[src/rtl/jump_sequencer.sv]
// Jump/power-bar control FSM: turns the jump button and frame ticks into datapath mode strobes,
// runs charge/launch/descend/loss and a lives counter. Define JUMP_AUTO_LAUNCH_EN for auto-launch from HOLD_MAX.
module jump_sequencer #(
  parameter int LIVES        = 3,
  parameter int FLASH_FRAMES = 120,
  parameter int BLINK_FRAMES = 8
`ifdef JUMP_AUTO_LAUNCH_EN
  ,
  parameter int HOLD_FRAMES  = 60
`endif
) (
  input  logic       clk,
  input  logic       rst_n,
  input  logic       frame,
  input  logic       btn,
  input  logic       start,
  input  logic       p_max,
  input  logic       p_zero,
  input  logic       player_zero,
  input  logic       ground,
  input  logic       keep_fall,
  output logic       power_inc,
  output logic       power_dec,
  output logic       at_max,
  output logic       player_down,
  output logic       falling,
  output logic       flash_loss,
  output logic       blink,
  output logic [2:0] lives,
  output logic       game_over
);

  typedef enum logic [2:0] {
    S_IDLE,
    S_CHARGE,
    S_HOLD_MAX,
    S_LAUNCH,
    S_DESCEND,
    S_FALL,
    S_LOSS,
    S_OVER
  } state_t;

  localparam logic [6:0] FLASH_CNT  = 7'(FLASH_FRAMES);
  localparam logic [6:0] BLINK_LAST = 7'(BLINK_FRAMES - 1);
  localparam logic [2:0] LIVES_INIT = 3'(LIVES);
`ifdef JUMP_AUTO_LAUNCH_EN
  localparam logic [6:0] HOLD_CNT   = 7'(HOLD_FRAMES);
`endif

  function automatic logic [6:0] sat_inc7(input logic [6:0] v);
    return (v == 7'h7F) ? v : v + 7'd1;
  endfunction

  function automatic logic [2:0] sat_dec3(input logic [2:0] v);
    return (v == 3'd0) ? v : v - 3'd1;
  endfunction

  // Bit order: {power_inc, power_dec, at_max, player_down, falling, flash_loss, game_over}
  function automatic logic [6:0] decode(input state_t s);
    logic [6:0] o;
    o = 7'b0000000;
    case (s)
      S_CHARGE:   o = 7'b1000000;
      S_LAUNCH:   o = 7'b0100000;
      S_HOLD_MAX: o = 7'b0010000;
      S_DESCEND:  o = 7'b0001000;
      S_FALL:     o = 7'b0000100;
      S_LOSS:     o = 7'b0000010;
      S_OVER:     o = 7'b0000001;
      default:    o = 7'b0000000;
    endcase
    return o;
  endfunction

  logic       btn_meta_q, btn_s_q, btn_s_d_q;
  logic       btn_rise;
  state_t     state_q, state_d;
  logic [6:0] frame_cnt_q, frame_cnt_d;
  logic [6:0] blink_ph_q, blink_ph_d;
  logic       blink_q, blink_d;
  logic [2:0] lives_q, lives_d;
  logic [6:0] strobes_q, strobes_d;
  logic       entering;

  assign btn_rise = btn_s_q & ~btn_s_d_q;

  always_comb begin
    state_d = state_q;
    lives_d = lives_q;
    case (state_q)
      S_IDLE:     if (btn_rise) state_d = S_CHARGE;
      S_CHARGE: begin
        if (!btn_s_q)   state_d = S_LAUNCH;
        else if (p_max) state_d = S_HOLD_MAX;
      end
      S_HOLD_MAX: begin
        if (!btn_s_q) state_d = S_LAUNCH;
`ifdef JUMP_AUTO_LAUNCH_EN
        else if (frame_cnt_q >= HOLD_CNT) state_d = S_LAUNCH;
`endif
      end
      S_LAUNCH:   if (p_zero) state_d = S_DESCEND;
      S_DESCEND: begin
        if (ground)           state_d = S_LOSS;
        else if (keep_fall)   state_d = S_FALL;
        else if (player_zero) state_d = S_IDLE;
      end
      S_FALL:     if (ground) state_d = S_LOSS;
      S_LOSS: begin
        // The flash ends once the full FLASH_FRAMES ticks have been counted.
        if (frame_cnt_q >= FLASH_CNT) begin
          lives_d = sat_dec3(lives_q);
          state_d = (lives_q <= 3'd1) ? S_OVER : S_IDLE;
        end
      end
      S_OVER: begin
        if (start) begin
          state_d = S_IDLE;
          lives_d = LIVES_INIT;
        end
      end
      default:    state_d = S_IDLE;
    endcase
  end

  always_comb begin
    entering    = (state_d != state_q);
    frame_cnt_d = frame_cnt_q;
    blink_ph_d  = blink_ph_q;
    blink_d     = blink_q;
    strobes_d   = decode(state_d);

    if (entering) begin
      frame_cnt_d = 7'd0;
      blink_ph_d  = 7'd0;
    end else if (frame && (state_q == S_LOSS || state_q == S_HOLD_MAX)) begin
      frame_cnt_d = sat_inc7(frame_cnt_q);
    end

    // blink_ph tracks frame count mod BLINK_FRAMES without a divider.
    if (state_d != S_LOSS || state_q != S_LOSS) begin
      blink_d = 1'b1;
    end else if (frame) begin
      if (blink_ph_q == 7'd0) blink_d = ~blink_q;
      blink_ph_d = (blink_ph_q >= BLINK_LAST) ? 7'd0 : blink_ph_q + 7'd1;
    end
  end

  always_ff @(posedge clk) begin
    if (!rst_n) begin
      btn_meta_q  <= 1'b0;
      btn_s_q     <= 1'b0;
      btn_s_d_q   <= 1'b0;
      state_q     <= S_IDLE;
      frame_cnt_q <= 7'd0;
      blink_ph_q  <= 7'd0;
      blink_q     <= 1'b1;
      lives_q     <= LIVES_INIT;
      strobes_q   <= 7'd0;
    end else begin
      btn_meta_q  <= btn;
      btn_s_q     <= btn_meta_q;
      btn_s_d_q   <= btn_s_q;
      state_q     <= state_d;
      frame_cnt_q <= frame_cnt_d;
      blink_ph_q  <= blink_ph_d;
      blink_q     <= blink_d;
      lives_q     <= lives_d;
      strobes_q   <= strobes_d;
    end
  end

  assign {power_inc, power_dec, at_max, player_down, falling, flash_loss, game_over} = strobes_q;
  assign blink = blink_q;
  assign lives = lives_q;

endmodule

[config.mk]
export PLATFORM = sky130hd
export DESIGN_NAME = jump_sequencer
export DESIGN_NICKNAME = d
export VERILOG_FILES = /design/src/rtl/jump_sequencer.sv
export SDC_FILE = /design/constraint.sdc
export NUM_CORES = 1
export LEC_CHECK = 0
export ABC_CLOCK_PERIOD_IN_PS = 4800
export CORE_MARGIN = 2
export CORE_UTILIZATION = 51
export CTS_CLUSTER_SIZE = 24
export DETAILED_ROUTE_END_ITERATION = 8
export DONT_BUFFER_PORTS = 1
export PLACE_DENSITY_LB_ADDON = 0.2
export SLEW_MARGIN = 20
export SYNTH_ARGS = -nofsm -noshare
export SYNTH_HDL_FRONTEND = slang
export SYNTH_SLANG_ARGS = --single-unit
[constraint.sdc]
create_clock -name clk -period 4.8 [get_ports clk]
set_clock_uncertainty 0.1 [all_clocks]
set_input_delay 0.96 -clock clk [delete_from_list [all_inputs] [get_ports clk]]
set_output_delay 0.96 -clock clk [all_outputs]
set_load 0.1 [all_outputs]
## After elaboration in Yosys (flattened, before gate mapping)

Cells that the tools add are included.

- Output and inout bits: 11
- Logic and storage cells: 75
- Register bits: 31

- Add/sub/neg operators: 3
- Equal/unequal tests: 21
- Bitwise logic cells: 5
- Order comparisons: 3
- Reduce and logical (&&, ||, !) cells: 12
- Multiplexer cells: 22

Operators by type and width:

| cell | number |
|---|---|
| 7-bit case mux with 7 select lines | 1 |
| 3-bit two-way mux | 15 |
| 7-bit two-way mux | 4 |
| 3-bit equality test (second input constant) | 8 |
| 3-bit case mux with 8 select lines | 1 |
| 7-bit by 1-bit adder with 7-bit output (second input constant) | 2 |
| 3-bit by 2-bit equality test with 1-bit output (second input constant) | 4 |
| 7-bit equality test (second input constant) | 1 |
| 7-bit by 3-bit >= comparator with 1-bit output (second input constant) | 1 |
| 7-bit >= comparator (second input constant) | 1 |
| 7-bit logical NOT | 1 |
| 3-bit by 1-bit equality test with 1-bit output (second input constant) | 2 |
| 3-bit logical NOT | 2 |
| 2-bit inequality test (second input constant) | 3 |
| 3-bit inequality test (second input constant) | 2 |
| 3-bit case mux with 2 select lines | 1 |
| 1-bit inverter | 4 |
| 2-bit AND reduction | 2 |
| 4-bit AND reduction | 1 |
| 2-bit OR reduction | 2 |
| 3-bit by 1-bit <= comparator with 1-bit output (second input constant) | 1 |
| 3-bit inequality test | 1 |
| 3-bit by 1-bit subtractor with 3-bit output (second input constant) | 1 |
| 1-bit logical OR | 2 |
| other kinds (3) | 3 |

## Longest topological paths before layout

Gate-level depths: netlist (run 1).

- Depth after elaboration: 8
- Mapped depth: 9
- Gate-level depth less buffers: 8

## Worst setup path before layout (run 1)

Ideal clock, no wire load.

- Path kind: flip-flop to flip-flop
- From: register lives_q[1] (netlist: lives[1])
- To: register frame_cnt_q[6]
- Clock period less this slack: 2.746 ns
- Buffers on the path: 1
- Setup time: 0.065 ns
- Required time: 4.635 ns
- Path slack: 2.054 ns
- Cell stages (with the launch flop): 10
- Arrival: 2.581 ns
- Path through: dfxtp_1 > inv_1 > ha_1 > o21ba_1 > nor4_1 > nor3_2 > a211oi_2 > or2_1 > buf_2 > nor2_1

- Cells in the longest elaborated chain, start to end: 6

RTL lines:

| item | RTL line | text |
|---|---|---|
| start, declared | 82 | `logic [2:0] lives_q, lives_d;` |
| start signal, assigned | 169 | `lives_q <= lives_d;` |
| 3-bit by 1-bit <= comparator with 1-bit output | 114 | `state_d = (lives_q <= 3'd1) ? S_OVER : S_IDLE;` |
| 3-bit two-way mux | 114 |  |
| 3-bit two-way mux | 112 | `if (frame_cnt_q >= FLASH_CNT) begin` |
| 3-bit case mux with 8 select lines | 91 | `case (state_q)` |
| 3-bit inequality test | 128 | `entering = (state_d != state_q);` |
| 2-bit OR reduction (no line) | -- |  |
| end signal, assigned | 166 | `frame_cnt_q <= frame_cnt_d;` |
| end, declared | 79 | `logic [6:0] frame_cnt_q, frame_cnt_d;` |

Every way passes these cells.
A chain may end at the register's enable or synchronous reset.

## Worst setup path after layout (run 1)

- From: register lives_q[0] (netlist: lives[0])
- To: register blink_ph_q[6]

- Cells in the longest elaborated chain, start to end: 8
- Elaborated cells on any way between the ends: 10
- Those cells by class: order compare: 1; eq/ne: 2; mux: 6; reduce/logical: 1

RTL lines:

| item | RTL line | text |
|---|---|---|
| 3-bit by 1-bit <= comparator with 1-bit output (*) | 114 |  |
| 3-bit two-way mux (*) | 114 |  |
| 3-bit two-way mux (*) | 112 |  |
| 3-bit case mux with 8 select lines (*) | 91 |  |
| 3-bit inequality test | 128 |  |
| 7-bit two-way mux | 134 | `if (entering) begin` |
| 7-bit two-way mux | 144 | `end else if (frame) begin` |
| 7-bit two-way mux (*) | 142 | `if (state_d != S_LOSS \|\| state_q != S_LOSS) begin` |
| end signal, assigned | 167 | `blink_ph_q <= blink_ph_d;` |
| end, declared | 80 | `logic [6:0] blink_ph_q, blink_ph_d;` |

Every way passes the cells marked *; elsewhere a longest branch is shown, timed or not.

==> summary.md, run 1 <==
| Metric | Value |
|---|---|
| Post-Syn Area | `1460 um^2` |
| DR iter-0 viols | `51` |
| Max Slew Vio Count | `0` |
| WS Path Type | `flip-flop to flip-flop` |
| Nets | `between 150 and 200` |
| Top cells by area, synth | `dfxtp_1 (43%), ha_1 (6.0%), and2_1 (4.3%)` |
| Worst Setup SP | `lives[0]` |
| Total GRT Usage | `between 10% and 20%` |
| Sequential-to-total area share from yosys stat | `between 40% and 50%` |
| NetSw | `0.185 mW` |
| Data required time of the worst path | `~5.0 ns` |
| Largest net degree at the start of global routing | `17` |
| Outcome | `complete, no violations` |
| DR vias/cell | `between 5 and 6` |
| Synth area leader | `dfxtp_1` |
| Number of flops mapped to enable cells by yosys | `0` |
| Worst EP arrival | `about 3 ns` |
| Synth-to-Final Area Change | `7.73%` |
| Ratio of cells with drive above 1 in the final layout | `about a tenth` |
| Final hold vios | `0` |
| Total of max-cap violations | `0` |
| Post-route ant nets | `0` |
| DIE HEIGHT | `~57 um` |
| Residual DRC | `0` |
| Hold Startpoint | `btn_meta_q` |
| Clock power frac | `between 30% and 40%` |
| Chip Width | `57.5 um` |
| Switch share | `roughly 30%` |
| Seq cells post-synth | `31` |
| Skew-Pair Late Insertion Delay | `0.33 ns` |
| Min-Delay Path Class | `flip-flop to flip-flop` |
| First-pass GRT wire length | `4670 um` |
| Setup TNS | `0 ns` |
| Hpwl dp | `a little under 2000 um` |
| Util after Layout | `between 50% and 60%` |
| Max Fclk | `approximately 350 MHz` |
| CTS Buffer Depth | `2` |
| Tmin final | `2.87 ns` |
| Core box area | `between 2000 and 3000 um^2` |
| Routed wire length | `~2700 um` |
| Reg2reg setup slack | `1.93 ns` |
| Clock-pin slew of the registers on the worst-case setup and hold paths | `roughly 0.1 ns` |
| Hold Path Sink | `btn_s_q` |
| I/O pin total | `21` |
| Num rows | `19` |
| Num CTS Buffers | `5` |
| Vias in the first global route | `around 1100` |
| Vias post-DR | `roughly 1100` |
| Sequential share of power | `52.8%` |
| Non-Filler Instances | `a little under 200` |
| WL/cell | `between 10 and 15 um` |
| Commonest non-fill, non-tap cell in the layout | `dfxtp_1` |
| # setup viols final | `0` |
| Worst hold stages | `1` |
| Area share of the largest cell type after synthesis | `a little over two fifths` |
| Tcrit/Tclk final | `~60%` |
| Placed cell count | `186` |
| Worst setup EP type | `flip-flop` |
| Crit path launch type | `flip-flop` |
| Post-CTS Resized | `0` |
| 1st-pass router iterations | `4` |
| Initial Utilization | `between 50% and 60%` |
| RR Endpoint | `blink_ph_q[6]` |
| FILL cells | `260` |
| H-tree lvl count | `2` |
| Worst reg2reg startpoint | `lives[0]` |
| Most frequent cells in the layout | `dfxtp_1 (31), nor2_1 (13), nand2_1 (12), inv_1 (11), and2_1 (10)` |
| Antenna violations before repair | `0` |
| Root buf cell | `clkbuf_4` |
| Synth warn | `0` |
| DIE AREA | `between 3000 and 4000 um^2` |
| VDD IR max | `~0.00035 V` |
| Max-slew headroom | `28.5%` |
| Antenna Cells | `0` |
| CTS tree | `done` |
| Worst Reg-to-Reg Cells | `7` |
| RSZ-0062 raised after global routing | `false` |
| Mapped Cells | `around 160` |
| CTS Hold Bufs | `0` |
| Leak | `0.628 nW` |
| Power Dens Cells | `roughly 390 nW/um^2` |
| Gpl congestion | `between 0.7 and 0.8` |
| Pint | `between 0.4 and 0.5 mW` |
| PortBufs | `0` |
| Mapped Avg Cell Area | `9.23 um^2` |
| Postcts setup bufs | `0` |
| Critical-path maximum fanout | `4` |
| Yosys cell types | `47` |
| Clock Sink Count | `31` |
| Logic pwr share | `11.9%` |
| Syn_nets | `about 180` |
| Global route overflow | `0` |
| Asr flop ratio synth | `0%` |
| Post-synth top flop | `dfxtp_1` |
| Worst Max-Slew Pin Slew | `between 1 and 1.5 ns` |
-- cell type report --
class,instances,area (um^2),area share [%]
tap,31,38.8,2.47
timing repair buffer,1,7.51,0.478
sequential,31,621,39.5
inverter,12,45.0,2.87
clock buffer,6,51.3,3.27
clock inverter,2,35.0,2.23
multi-input combinational,111,772,49.2
-- synth_stat cells (2+ instances only) --
library cell	n
a211oi_1	2
a21oi_1	5
a41oi_1	3
and2_1	10
buf_2	4
dfxtp_1	31
ha_1	7
inv_1	11
mux2i_1	2
nand2_1	12
nand2b_1	2
nand3_1	2
nand3b_1	2
nand4_1	6
nor2_1	13
nor2b_1	4
nor3b_1	3
nor4_1	2
nor4b_1	2
o21ai_0	2
or2_1	2
xnor2_1	3
xor2_1	4
-- worst max-delay path by stage --
stage | to | slack [ns]
2_1_floorplan | frame_cnt_q[6] | 2.05
3_3_place_gp | blink_ph_q[6] | 2.05
3_5_place_dp | blink_ph_q[6] | 1.94
4_1_cts | blink_ph_q[6] | 1.90
5_1_grt | blink_ph_q[6] | 1.78
6_report | blink_ph_q[6] | 1.93
-- power by group through the flow --
stage	Sequential (mW)	Clock (mW)	Combinational [mW]
2_1_floorplan	0.314	0	0.0700
3_3_place_gp	0.325	0	0.0700
3_5_place_dp	0.325	0	0.0721
4_1_cts	0.320	0.219	0.0724
5_1_grt	0.322	0.230	0.0827
6_report	0.320	0.213	0.0723
-- cell families (layout without fill, tap and decap cells) --
group | after synthesis | in the layout | synth area share, %
AO/OA/AOI/OAI | 30 | 30 | 16.4
XOR/XNOR | 7 | 7 | 4.21
adder cells (fa/ha/maj) | 7 | 7 | 6.01
buffers and inverters | 16 | 21 | 4.46
flip-flops | 31 | 31 | 42.6
multiplexers | 3 | 3 | 2.15
AND/OR/NAND/NOR | 64 | 64 | 24.2
-- flip-flops by register name, indices dropped and copies added (netlist names) --
signal	count
blink_ph_q	7
frame_cnt_q	7
strobes_q	7
lives	3
state_q	3
blink	1
btn_meta_q	1
btn_s_d_q	1
btn_s_q	1
-- routing by layer --
layer | track usage [%] | routed length [um]
met1 | 23.1 | 1280
met2 | 28.4 | 1260
met3 | 7.03 | 119
met4 | 8.31 | 45
met5 | 0 | 0
-- per-stage QoR --
stage	area (um^2)	worst slack, ns	total power [mW]	hold slack, ns
floorplan	1460	2.05	0.384	0.312
global placement	1480	2.05	0.395	0.320
detailed placement	1480	1.94	0.397	0.335
CTS	1570	1.90	0.611	0.360
global route	1570	1.78	0.635	0.390
finish	1570	1.93	0.605	0.354
-- critical path: stages, from the launching register on --
cell and delay (ns):
dfxtp_1 1.02, ha_1 0.27, o21ba_1 0.15, o21bai_1 0.19, a32oi_1 0.12, or3_1 0.36
a311oi_1 0.41, and2_1 0.19
(Power assumes the default switching activity.)
==> run 2: changes to the inputs <==
Settings changed: ABC_CLOCK_PERIOD_IN_PS 4800 to 2350.
Clock period 4.8 ns to 2.35 ns, I/O delays scaled along.
==> run 2 against run 1 <==
Die area unchanged. Worst setup slack worse by 1.7 ns. Combinational power rose to 3.4 times the previous value. Critical path depth grew 1. Highest routed layer unchanged. Fmax is 34% higher. Worst hold slack got worse by 0.24 ns. Non-clock buffer count grew 13. Power rose by 95%. Design area is 5.7% higher. Sequential share of layout area fell by 1.7 points. Sequential power increased by 79%.
==> summary.md, run 2 (synthesized netlist as in run 1, its figures left out) <==
| Metric | Value |
|---|---|
| Max Fclk | `~470 MHz` |
| Ratio of cells with drive above 1 in the final layout | `18.2%` |
| Crit path launch type | `flip-flop` |
| Final hold vios | `0` |
| Clock-pin slew of the registers on the worst-case setup and hold paths | `about 0.10 ns` |
| WHS | `roughly 0.11 ns` |
| Worst EP arrival | `roughly 2.3 ns` |
| Num rows | `19` |
| Fin worst setup slack | `about 0.21 ns` |
| Residual DRC | `0` |
| Clock power frac | `30.3%` |
| Total GRT Usage | `a little under a fifth` |
| Root buf cell | `clkbuf_4` |
| Logic pwr share | `21.1%` |
| Setup TNS | `0 ns` |
| PortBufs | `0` |
| First-pass GRT wire length | `4690 um` |
| Power Dens Cells | `710 nW/um^2` |
| Switch share | `around 32%` |
| Reg2reg setup slack | `slightly above 0.2 ns` |
| Initial Utilization | `between 50 and 60%` |
| Pint | `0.799 mW` |
| Worst Max-Slew Pin Slew | `between 0.5 and 0.6 ns` |
| Sequential share of power | `a little under 50%` |
| Antenna Cells | `0` |
| Antenna violations before repair | `0` |
| WS Path Type | `flip-flop to flip-flop` |
| Leak | `approximately 0.7 nW` |
| Min-Delay Path Class | `input pin to flip-flop` |
| Global route overflow | `0` |
| Hpwl dp | `2070 um` |
| Chip Width | `57.5 um` |
| Critical-path maximum fanout | `4` |
| Nets | `between 150 and 200` |
| DIE HEIGHT | `about 57 um` |
| H-tree lvl count | `2` |
| DIE AREA | `3300 um^2` |
| Skew-Pair Late Insertion Delay | `0.33 ns` |
| Max-slew headroom | `between 60% and 70%` |
| Total of max-cap violations | `0` |
| WL/cell | `13.3 um` |
| RSZ-0062 raised after global routing | `false` |
| Setup WS pre-CTS | `roughly 0.15 ns` |
| Routed wire length | `~2800 um` |
| Biggest regs | `blink_ph_q (7), frame_cnt_q (7), strobes_q (7)` |
| Data required time of the worst path | `between 2 and 3 ns` |
| Largest net degree at the start of global routing | `17` |
| # setup viols final | `0` |
| Most frequent cells in the layout | `dfxtp_1 (28), buf_4 (14), nor2_1 (13), nand2_1 (12), inv_1 (11)` |
| Gpl congestion | `between 0.7 and 0.8` |
| DR vias/cell | `~5.6` |
| Clock Sink Count | `31` |
| Tmin final | `2.14 ns` |
| 1st-pass router iterations | `4` |
| FILL cells | `between 200 and 250` |
| NetSw | `roughly 0.38 mW` |
| Core box area | `around 2700 um^2` |
| Vias in the first global route | `between 1000 and 1500` |
| CTS Buffer Depth | `2` |
| Outcome | `complete, no violations` |
| Max Slew Vio Count | `0` |
| Num CTS Buffers | `5` |
| I/O pin total | `21` |
| Vias post-DR | `between 1000 and 1500` |
| Tcrit/Tclk final | `about 90%` |
| VDD IR max | `roughly 0.0007 V` |
| Post-route ant nets | `0` |
| Synth-to-Final Area Change | `13.8%` |
| CTS tree | `done` |
| DR iter-0 viols | `30` |
| Commonest non-fill, non-tap cell in the layout | `dfxtp_1` |
| Worst setup EP type | `flip-flop` |
[run 2: per-layer routing]
layer	GRT usage (%)	vias up	part of all wire, %
li1	-	591	-
met1	23.4	529	44
met2	27.9	39	48
met3	5.90	6	5.2
met4	10.6	0	1.9
met5	0	-	0
[run 2: what timing repair did]
action                                 4_1_cts  5_1_grt
endpoints found under the hold margin        0        0
hold buffers                                 0        0
buffers inserted                             0        0
setup endpoints to repair                    0       17
resized for setup                            0        1
[run 2: critical path, cell delays in order, from the launching register on]
cell and delay [ns]:
dfxtp_4 0.36, inv_1 0.10, ha_1 0.14, o21ba_1 0.15, o21bai_1 0.20, a32oi_1 0.12, or3_1 0.35, a311oi_1 0.39
and2_1 0.18
[run 2: power by group through the flow]
stage	clock network, mW	logic [mW]	registers [mW]
3_5_place_dp	0	0.248	0.582
5_1_grt	0.393	0.272	0.576
2_1_floorplan	0	0.143	0.640
3_3_place_gp	0	0.245	0.582
4_1_cts	0.370	0.249	0.571
6_report	0.357	0.249	0.572
[run 2: final cells by class]
cell class | count | area, um^2 | share of cell area [%]
Inverter | 12 | 45.0 | 2.71
Tap cell | 31 | 38.8 | 2.34
Clock inverter | 1 | 6.26 | 0.377
Clock buffer | 7 | 65.1 | 3.92
Multi-Input combinational cell | 111 | 772 | 46.5
Timing Repair Buffer | 14 | 105 | 6.33
Sequential cell | 31 | 627 | 37.8
[run 2: path summary, 6_finish.rpt]
check | from | to | cells past startpoint
setup / recovery | lives[1] | blink_ph_q[5] | 8
hold / removal | rst_n | blink | 1
setup reg to reg | lives[1] | blink_ph_q[5] | 8
hold reg to reg | btn_meta_q | btn_s_q | 1
[run 2: through the flow]
stage | cells | power (mW) | instance area, um^2 | utilization (%)
finish | 207 | 1.18 | 1660 | 60.7
global route | 207 | 1.24 | 1660 | 60.7
CTS | 207 | 1.19 | 1660 | 60.6
detailed placement | 199 | 0.830 | 1590 | 58.0
global placement | 199 | 0.827 | 1590 | 58.0
floorplan | 158 | 0.783 | 1460 | -
==> variant, RTL diff (settings of run 2) <==
Re-encode `state_t` (8 states) as one-hot, 8 bits wide.
--- a/src/rtl/jump_sequencer.sv
+++ b/src/rtl/jump_sequencer.sv
@@ -31,13 +31,13 @@
 );
 
-  typedef enum logic [2:0] {
-    S_IDLE,
-    S_CHARGE,
-    S_HOLD_MAX,
-    S_LAUNCH,
-    S_DESCEND,
-    S_FALL,
-    S_LOSS,
-    S_OVER
+  typedef enum logic [7:0] {
+    S_IDLE     = 8'b00000001,
+    S_CHARGE   = 8'b00000010,
+    S_HOLD_MAX = 8'b00000100,
+    S_LAUNCH   = 8'b00001000,
+    S_DESCEND  = 8'b00010000,
+    S_FALL     = 8'b00100000,
+    S_LOSS     = 8'b01000000,
+    S_OVER     = 8'b10000000
   } state_t;
 
Function: same outputs for any inputs over 10 cycles, from zero or initial values and one cycle with rst_n low; not proved beyond that.
==> variant against run 2 <==
The run now ends with negative setup slack left. Combinational power rose to 3.2 times the old value. Design area up 46%. Critical path depth unchanged. Synthesized area up 34%. Routed wire length up 65%. Worst setup slack worse by 0.35 ns. Critical endpoint is now blink_ph_q[1]. Sequential cell count up 5. Power up 64%.
==> variant: results (changes against run 2) <==
yosys:
  syn_nets: 253  # +45%
  seq_area_frac_synth_pct: 36.9  # -5.6 points
  synth_area_leaders: "dfxtp_1, nand2_1, nor2_1"
  muxShareOfSynthArea_pct: 1.54  # -0.61 points
  synth-adder-area-share_pct: 4.49  # -1.5 points
  synth.distinct_cells: 49  # +4.3%
finish:
  drive_gt1_share_pct: 24.7  # +6.5 points
  nets: 292  # +52%
  num-fill-cells: 310  # +27%
timing:
  setup_violations: 13  # +13
  slew_headroom_pct: 71.3  # +6.1 points
  worst_slack_ns: -0.141  # -0.349 ns
detailed_routing:
  first_iter_violations: 117  # +290%
  viasPerCell: 5.51  # -2.0%
  dr_wl_met2_mm: 2.19  # +64%
  routedWlPerCell_um: 14.0  # +5.5%
global_routing:
  grtUsageMet3_pct: 4.60  # -1.3 points
  grt_pass1_wl_mm: 7.62  # +62%
  met2_usage_pct: 38.3  # +10 points
  grt_max_degree: 25  # +8
  grt.met1_usage_pct: 29.6  # +6.3 points
  grt_pass1_vias: 1649  # +55%
run_status:
  status: "finished, violations left"
  violations: "negative setup slack"
pwr:
  p_sw_uw: 691  # +83%
  p_clk_share_pct: 24.4  # -5.9 points
  p_leak_nw: 1.01  # +47%
clocking:
  clk_latency_ns: 0.29  # -0.04 ns
  cts_setup_buffers: 1  # +1
  worst_setup_hold_path_clk_slew_ns: 0.07  # -0.03 ns
  cts-root-buf: "clkbuf_8"
  cts_repair_resize_count: 1  # +1
placed_design:
  dp_hpwl_mm: 3.47  # +68%
  placed_cell_area_mm2: 0.00227  # +43%
  dp_slack_ns: -0.0200  # -0.165 ns
  routabilityCongestion: 0.878  # +12%
worst_hold_path:
  min_to: "lives[1]"
critical_path:
  crit_fanout: 6  # +2
  slowest_delay_ns: 0.55  # +0.16 ns
  crit_arrival_ns: 2.57  # +0.25 ns
  cpMaxStageDelayCell: "or4_4"
==> variant: cell types whose count changed in the layout (fill, tap and decap cells not counted), moves of 6 or more <==
cell | run 2 | this run
o21ai_0 | 2 | 12
nand2_1 | 12 | 28
a31oi_1 | 1 | 7
nand3_1 | 2 | 11
nor3_1 | 0 | 6
buf_4 | 14 | 41
dfxtp_1 | 28 | 34
nor2_1 | 13 | 21
==> variant: metrics by stage <==
stage | hold WS (ns) | setup TNS [ns] | cells | power, mW
CTS | 0.136 | -0.0949 | 321 | 1.86
global route | 0.139 | -2.22 | 323 | 2.04
finish | 0.140 | -0.784 | 323 | 1.94
global placement | 0.318 | 0 | 313 | 1.37
floorplan | 0.312 | -0.0119 | 236 | 1.16
detailed placement | 0.322 | -0.0469 | 313 | 1.38
==> variant: area by class of cell <==
cell class	count	area [µm²]	area share [%]
Tap cell	48	60.1	2.49
Multi-Input combinational cell	179	1170	48.3
Sequential cell	36	723	29.9
Timing Repair Buffer	42	328	13.6
Clock buffer	7	96.3	3.99
Inverter	11	41.3	1.71
